--- config.mk ---
export PLATFORM = sky130hd
export DESIGN_NAME = datapath_sequencer
export DESIGN_NICKNAME = d
export VERILOG_FILES = /design/src/rtl/datapath_pkg.sv /design/src/rtl/reg_decoder_4to16.sv /design/src/rtl/datapath_sequencer.sv
export SDC_FILE = /design/constraint.sdc
export NUM_CORES = 1
export LEC_CHECK = 0
export CAP_MARGIN = 20
export CORE_AREA = 2 2 42 83
export CTS_BUF_LIST = sky130_fd_sc_hd__clkbuf_16
export DETAILED_ROUTE_END_ITERATION = 6
export DIE_AREA = 0 0 44 85
export GPL_ROUTABILITY_DRIVEN = 0
export PLACE_DENSITY = 0.77
export SLEW_MARGIN = 20
export SYNTH_ARGS = -nofsm -noshare
export SYNTH_HDL_FRONTEND = slang
export SYNTH_SLANG_ARGS = --single-unit
export TNS_END_PERCENT = 30
--- constraint.sdc ---
create_clock -name clock -period 2.2 [get_ports clock]
set_clock_uncertainty 0.15 [all_clocks]
set_input_delay 0.44 -clock clock [delete_from_list [all_inputs] [get_ports clock]]
set_output_delay 0.44 -clock clock [all_outputs]
set_load 0.01 [all_outputs]
--- src/rtl/datapath_pkg.sv ---
// Shared definitions for the datapath control sequencer: control-step
// encoding, opcode values, bus-mux source codes and opcode classifiers.
package datapath_pkg;

    localparam int BUS_W = 5;

    typedef enum logic [3:0] {
        S_IDLE,
        S_T0,
        S_T1,
        S_T2,
        S_T3,
        S_T4,
        S_T5,
        S_T6,
        S_HALT
    } state_t;

    // Opcode values carried in IR[31:27]; anything not listed decodes as nop.
    localparam logic [4:0] OP_ADD  = 5'h03;
    localparam logic [4:0] OP_SUB  = 5'h04;
    localparam logic [4:0] OP_AND  = 5'h05;
    localparam logic [4:0] OP_OR   = 5'h06;
    localparam logic [4:0] OP_SHR  = 5'h07;
    localparam logic [4:0] OP_SHL  = 5'h08;
    localparam logic [4:0] OP_MUL  = 5'h0F;
    localparam logic [4:0] OP_DIV  = 5'h10;
    localparam logic [4:0] OP_NEG  = 5'h11;
    localparam logic [4:0] OP_NOT  = 5'h12;
    localparam logic [4:0] OP_NOP  = 5'h1A;
    localparam logic [4:0] OP_HALT = 5'h1B;

    // Bus-mux source codes; R0..R15 occupy codes 0..15.
    localparam logic [BUS_W-1:0] SEL_HI     = 5'd16;
    localparam logic [BUS_W-1:0] SEL_LO     = 5'd17;
    localparam logic [BUS_W-1:0] SEL_Z_HI   = 5'd18;
    localparam logic [BUS_W-1:0] SEL_Z_LO   = 5'd19;
    localparam logic [BUS_W-1:0] SEL_PC     = 5'd20;
    localparam logic [BUS_W-1:0] SEL_MDR    = 5'd21;
    localparam logic [BUS_W-1:0] SEL_INPORT = 5'd22;
    localparam logic [BUS_W-1:0] SEL_C_SIGN = 5'd23;

    // Single-result ALU operations that write back into a general register.
    function automatic logic op_is_alu(input logic [4:0] op);
        case (op)
            OP_ADD, OP_SUB, OP_AND, OP_OR,
            OP_SHR, OP_SHL, OP_NEG, OP_NOT: op_is_alu = 1'b1;
            default:                        op_is_alu = 1'b0;
        endcase
    endfunction

    // Double-width operations whose result lands in HI/LO.
    function automatic logic op_is_muldiv(input logic [4:0] op);
        op_is_muldiv = (op == OP_MUL) || (op == OP_DIV);
    endfunction

endpackage

--- src/rtl/reg_decoder_4to16.sv ---
// One-hot register load-enable decoder: drives exactly one bit for the
// selected register when enabled, nothing otherwise.
module reg_decoder_4to16 #(
    parameter int REGW = 4
) (
    input  logic [REGW-1:0]      field,
    input  logic                 en,
    output logic [(1<<REGW)-1:0] onehot
);

    // Decode the register field into a single load enable.
    always_comb begin
        onehot = '0;
        if (en) begin
            onehot[field] = 1'b1;
        end
    end

endmodule

--- src/rtl/datapath_sequencer.sv ---
// Control sequencer for a bus-based datapath: steps through fetch (T0..T2)
// and execute (T3..T6) control steps, driving register load enables, the
// bus-mux select and the ALU operation. Memory fetch waits on mem_ready
// with a bounded wait that faults into HALT.
module datapath_sequencer
    import datapath_pkg::*;
#(
    parameter int OPW         = 5,
    parameter int REGW        = 4,
    parameter int MEM_TIMEOUT = 15
) (
    input  logic                 clock,
    input  logic                 clear,
    input  logic                 start,
    input  logic                 stop,
    input  logic [31:0]          ir,
    input  logic                 mem_ready,
    output logic [BUS_W-1:0]     bus_sel,
    output logic [(1<<REGW)-1:0] reg_in,
    output logic                 pc_in,
    output logic                 ir_in,
    output logic                 mar_in,
    output logic                 mdr_in,
    output logic                 y_in,
    output logic                 z_in,
    output logic                 hi_in,
    output logic                 lo_in,
    output logic                 inc_pc,
    output logic                 mem_read,
    output logic [OPW-1:0]       alu_op,
    output logic                 run,
    output logic                 fault
);

    localparam int                CNT_W     = $clog2(MEM_TIMEOUT + 1);
    localparam logic [CNT_W-1:0]  WAIT_LAST = CNT_W'(MEM_TIMEOUT - 1);

    state_t           state_q, state_d;
    state_t           boundary_next;
    logic [CNT_W-1:0] wait_q, wait_d;
    logic             fault_q, fault_d;

    logic [OPW-1:0]   opcode;
    logic [REGW-1:0]  ra, rb, rc;
    logic             is_alu, is_muldiv, is_halt;
    logic             reg_wr_en;
    logic             unused_ir;

    // IR field extraction; low-order immediate bits are not used here.
    assign opcode    = ir[31 -: OPW];
    assign ra        = ir[31-OPW -: REGW];
    assign rb        = ir[31-OPW-REGW -: REGW];
    assign rc        = ir[31-OPW-2*REGW -: REGW];
    assign unused_ir = ^ir[31-OPW-3*REGW:0];

    assign is_alu    = op_is_alu(5'(opcode));
    assign is_muldiv = op_is_muldiv(5'(opcode));
    assign is_halt   = (5'(opcode) == OP_HALT);

    // Every entry into T0 is an instruction boundary where stop is honoured.
    assign boundary_next = stop ? S_HALT : S_T0;

    // State, fetch-wait counter and sticky fault registers.
    always_ff @(posedge clock or negedge clear) begin
        if (!clear) begin
            state_q <= S_IDLE;
            wait_q  <= '0;
            fault_q <= 1'b0;
        end else begin
            state_q <= state_d;
            wait_q  <= wait_d;
            fault_q <= fault_d;
        end
    end

    // Next-state logic; the wait counter only advances while stalled in T1.
    always_comb begin
        state_d = state_q;
        wait_d  = '0;
        fault_d = fault_q;
        case (state_q)
            S_IDLE: begin
                if (start) begin
                    state_d = boundary_next;
                end
            end
            S_T0: state_d = S_T1;
            S_T1: begin
                if (mem_ready) begin
                    state_d = S_T2;
                end else if (wait_q == WAIT_LAST) begin
                    fault_d = 1'b1;
                    state_d = S_HALT;
                end else begin
                    wait_d = wait_q + 1'b1;
                end
            end
            S_T2: begin
                if (is_halt) begin
                    state_d = S_HALT;
                end else if (is_alu || is_muldiv) begin
                    state_d = S_T3;
                end else begin
                    // nop and undefined opcodes skip execution entirely
                    state_d = boundary_next;
                end
            end
            S_T3: state_d = S_T4;
            S_T4: state_d = S_T5;
            S_T5: state_d = is_muldiv ? S_T6 : boundary_next;
            S_T6: state_d = boundary_next;
            S_HALT: state_d = S_HALT;
            default: state_d = S_IDLE;
        endcase
    end

    // Moore control outputs per step; pc_in in T1 follows mem_ready directly.
    always_comb begin
        bus_sel  = '0;
        pc_in    = 1'b0;
        ir_in    = 1'b0;
        mar_in   = 1'b0;
        mdr_in   = 1'b0;
        y_in     = 1'b0;
        z_in     = 1'b0;
        hi_in    = 1'b0;
        lo_in    = 1'b0;
        inc_pc   = 1'b0;
        mem_read = 1'b0;
        alu_op   = '0;
        run      = 1'b0;
        case (state_q)
            S_T0: begin
                run     = 1'b1;
                bus_sel = SEL_PC;
                mar_in  = 1'b1;
                inc_pc  = 1'b1;
                z_in    = 1'b1;
            end
            S_T1: begin
                run      = 1'b1;
                bus_sel  = SEL_Z_LO;
                mem_read = 1'b1;
                mdr_in   = 1'b1;
                pc_in    = mem_ready;
            end
            S_T2: begin
                run     = 1'b1;
                bus_sel = SEL_MDR;
                ir_in   = 1'b1;
            end
            S_T3: begin
                run     = 1'b1;
                bus_sel = BUS_W'(rb);
                y_in    = 1'b1;
            end
            S_T4: begin
                run     = 1'b1;
                bus_sel = BUS_W'(rc);
                alu_op  = opcode;
                z_in    = 1'b1;
            end
            S_T5: begin
                run     = 1'b1;
                bus_sel = SEL_Z_LO;
                lo_in   = is_muldiv;
            end
            S_T6: begin
                run     = 1'b1;
                bus_sel = SEL_Z_HI;
                hi_in   = 1'b1;
            end
            default: begin
                run = 1'b0;
            end
        endcase
    end

    assign reg_wr_en = (state_q == S_T5) && is_alu;
    assign fault     = fault_q;

    reg_decoder_4to16 #(
        .REGW (REGW)
    ) u_reg_decoder (
        .field  (ra),
        .en     (reg_wr_en),
        .onehot (reg_in)
    );

endmodule

==> qor.yml <==
critPathKind: "in -> out"
clkTransAtPathRegs_ps: 40
synth_seq_cells: 9
worst_setup_path_end_kind: "output pin"
synth_top_cell_area_share: 0.223
rrSetupSlack_ps: 20
async_flop_share: 1.00
vias: 1369
r2r_start: "state_q[1]$_DFFE_PN0P_"
wl_per_cell_um: 13.7
yosysSeqAreaShare: 0.223
cpMostUsedCell: "buf_4"
arrival_ps: 1790
setup-violations-final: 17
syn_nets: 180
fin_crit_ps: 2380
dr.pass1.iters: 4
rows: 29
p_comb_frac: 0.200
power.density_mw_per_mm2: 301
p_sw_mw: 0.128
min_from: "fault$_DFFE_PN0P_"
setup_slack_ps: -177
rsz0062_at_grt: "yes"
drc: 0
yosys-top-cells-count: "29 x nor2_1, 9 x dfrtp_1, 9 x nand2_1"
yosysWarnings: 0
worstPathCellList: "clkdlybuf4s15_2 -> buf_4 -> a2bb2oi_2 -> o32ai_4 -> nand4bb_1 -> buf_4 -> nor3_4 -> buf_2"
via_per_inst: 5.23
min_to: "fault$_DFFE_PN0P_"
yosysMostFrequentCell: "nor2_1"
wl_met3_um: 147
dp_hpwl_mm: 2.64
die_h_um: 85
drtIter0Drc: 24
area_growth_pct: 98.5
p_leak_nw: 1.03
p_int_mw: 0.475
reg2reg_depth: 7
cts.sinks: 9
root_buffer: "clkbuf_16"
cp_slowest_cell: "clkdlybuf4s15_2"
start_kind: "primary input"
pwr-share-clk: 0.524
hold_class: "reg -> reg"
synthDistinctLibCells: 47
cp_num_buf_inv: 4
die_w_um: 44
ios: 75
slowest_delay_ps: 230
grt_max_degree: 13
antenna_found_initial: 0
drive_above_1_share: 0.472
cts_tree: "done"
final_antenna_net_count: 0
grtUsageTotal: 0.188
fin_setup_tns_ps: -1830
fin_crit_sh: 1.08
synthTopCellsByArea: "dfrtp_1 22%, nor2_1 11%, ha_1 5.0%, and3_1 3.7%, nand2b_1 3.7%"
relSlewSlack: 0.673
max-cap-violations: 0
routed_wirelength_mm: 3.59
overflow: 0
synth_top_area_cell: "dfrtp_1"
met2_length_mm: 2.10
required_ps: 1610
synth-main-ff-cell: "dfrtp_1"
num_antenna_cells: 0
max-vdd-ir-drop_mv: 0.352
nets: 273
avgSynthCellArea_um2: 7.26
r2r_end: "state_q[0]$_DFFE_PN0P_"
synth-edff-count: 0
initial_core_util: 0.324
crit_family: "buffers and inverters"
port_buffers: 59
top_layer: "met4"
clk_latency_ps: 230
clk_path_buf_depth: 2
fmax_ghz: 0.421
timing_hold_violations_final: 0
worstMarginPinSlew_ps: 486
h-tree-depth: 1
detailedPlace.worstSlack_ps: -1160
status: "complete, but fails checks"
drv_slew: 0
violations: "negative setup slack"
dieArea_mm2: 0.00374
wl_met1_mm: 1.25
grt_pass1_wl_mm: 5.53
synth.cell_area_mm2: 0.00101
seqPwrFrac: 0.276
hold_depth: 1
netlist_instances: 139
core_area_mm2: 0.00312
sw_frac_of_total: 0.213
cts-buffers-inserted: 3
path_max_fanout: 4
grt_pass1_vias: 1290
crit_cells: 8
-- cells by family after synthesis --
| kind of cell | synth area share |
|---|---|
| AND/OR/NAND/NOR | 0.451 |
| AO/OA/AOI/OAI | 0.154 |
| buffers and inverters | 0.0843 |
| adder cells (fa/ha/maj) | 0.0496 |
| flip-flops | 0.223 |
| XOR/XNOR | 0.0174 |
| multiplexers | 0.0211 |
-- worst register-to-register path, delay by kind of cell, from the launching register on --
kind | cells | cell delay, ps
AND/OR/NAND/NOR | 2 | 880
buffers and inverters | 2 | 320
AO/OA/AOI/OAI | 3 | 350
flip-flops | 1 | 400
-- through the flow --
stage	instance area, um2	hold WS (ps)	instances	util	power, mW
3_3_place_gp	1790	305	245	0.575	0.263
3_5_place_dp	1790	313	245	0.575	0.265
2_1_floorplan	1010	-5.59	139	-	0.204
6_report	2000	317	262	0.642	0.603
5_1_grt	2000	335	262	0.642	0.630
4_1_cts	1980	330	259	0.633	0.602
-- area by class of cell --
type                       instances  area (um2)
clock buffer                       3        75.1
sequential                         9         225
tap                               31        38.8
timing repair buffer              99         787
multi-input combinational        114         850
fill                             264        1120
inverter                           5        23.8
clock inverter                     1        5.00
-- metal layers --
| metal | vias to the layer above | track usage |
|---|---|---|
| li1 | 675 | - |
| met1 | 640 | 0.183 |
| met2 | 44 | 0.364 |
| met3 | 10 | 0.0319 |
| met4 | 0 | 0.0744 |
| met5 | - | 0 |
-- sequential cells by signal, summed over array words and instances, names as in the netlist --
signal,count
fault,1
state_q,4
wait_q,4
-- timing repair --
item | in CTS | in global routing
buffers inserted | 10 | 3
endpoints found under the hold margin | 0 | 0
endpoints found under the setup margin | 39 | 33
pin swaps | 12 | 5
hold buffers | 0 | 0
gates resized for setup | 136 | 34
-- cells in the final DEF, fill, tap and decap left out, types with 2 or more instances in the layout --
cell / instances
inv_1: 2
or3_1: 2
nand2b_1: 5
nand2_1: 8
and3_1: 6
a21oi_1: 6
o21ai_0: 2
nor3_2: 5
nor2_2: 6
a211oi_1: 2
nor2_1: 23
nand3b_1: 2
clkbuf_16: 3
buf_4: 35
buf_2: 19
clkbuf_2: 9
clkdlybuf4s50_1: 17
a22oi_1: 2
clkdlybuf4s15_2: 2
nand3_1: 3
dlymetal6s2s_1: 2
nor2b_1: 2
nand4b_1: 3
ha_1: 3
dlygate4sd2_1: 7
buf_6: 4
inv_4: 2
buf_8: 2
dfrtp_1: 9
-- power groups by stage --
| stage | combinational [mW] | sequential [mW] | clock, mW |
|---|---|---|---|
| after floorplan | 0.0350 | 0.169 | 0 |
| after global placement | 0.0947 | 0.169 | 0 |
| after detailed placement | 0.0963 | 0.169 | 0 |
| after CTS | 0.112 | 0.166 | 0.323 |
| after global routing | 0.130 | 0.166 | 0.334 |
| final | 0.120 | 0.166 | 0.316 |
-- worst max-delay path by stage --
stage,from,end,slack [ps]
finish,ir[30],reg_in[0],-180
global route,ir[27],reg_in[0],-270
CTS,state_q[1]$_DFFE_PN0P_,bus_sel[3],-260
global placement,ir[27],reg_in[12],-1100
floorplan,ir[27],reg_in[4],-10
detailed placement,ir[28],reg_in[8],-1160
No activity file was read; power rests on OpenSTA's default activity.
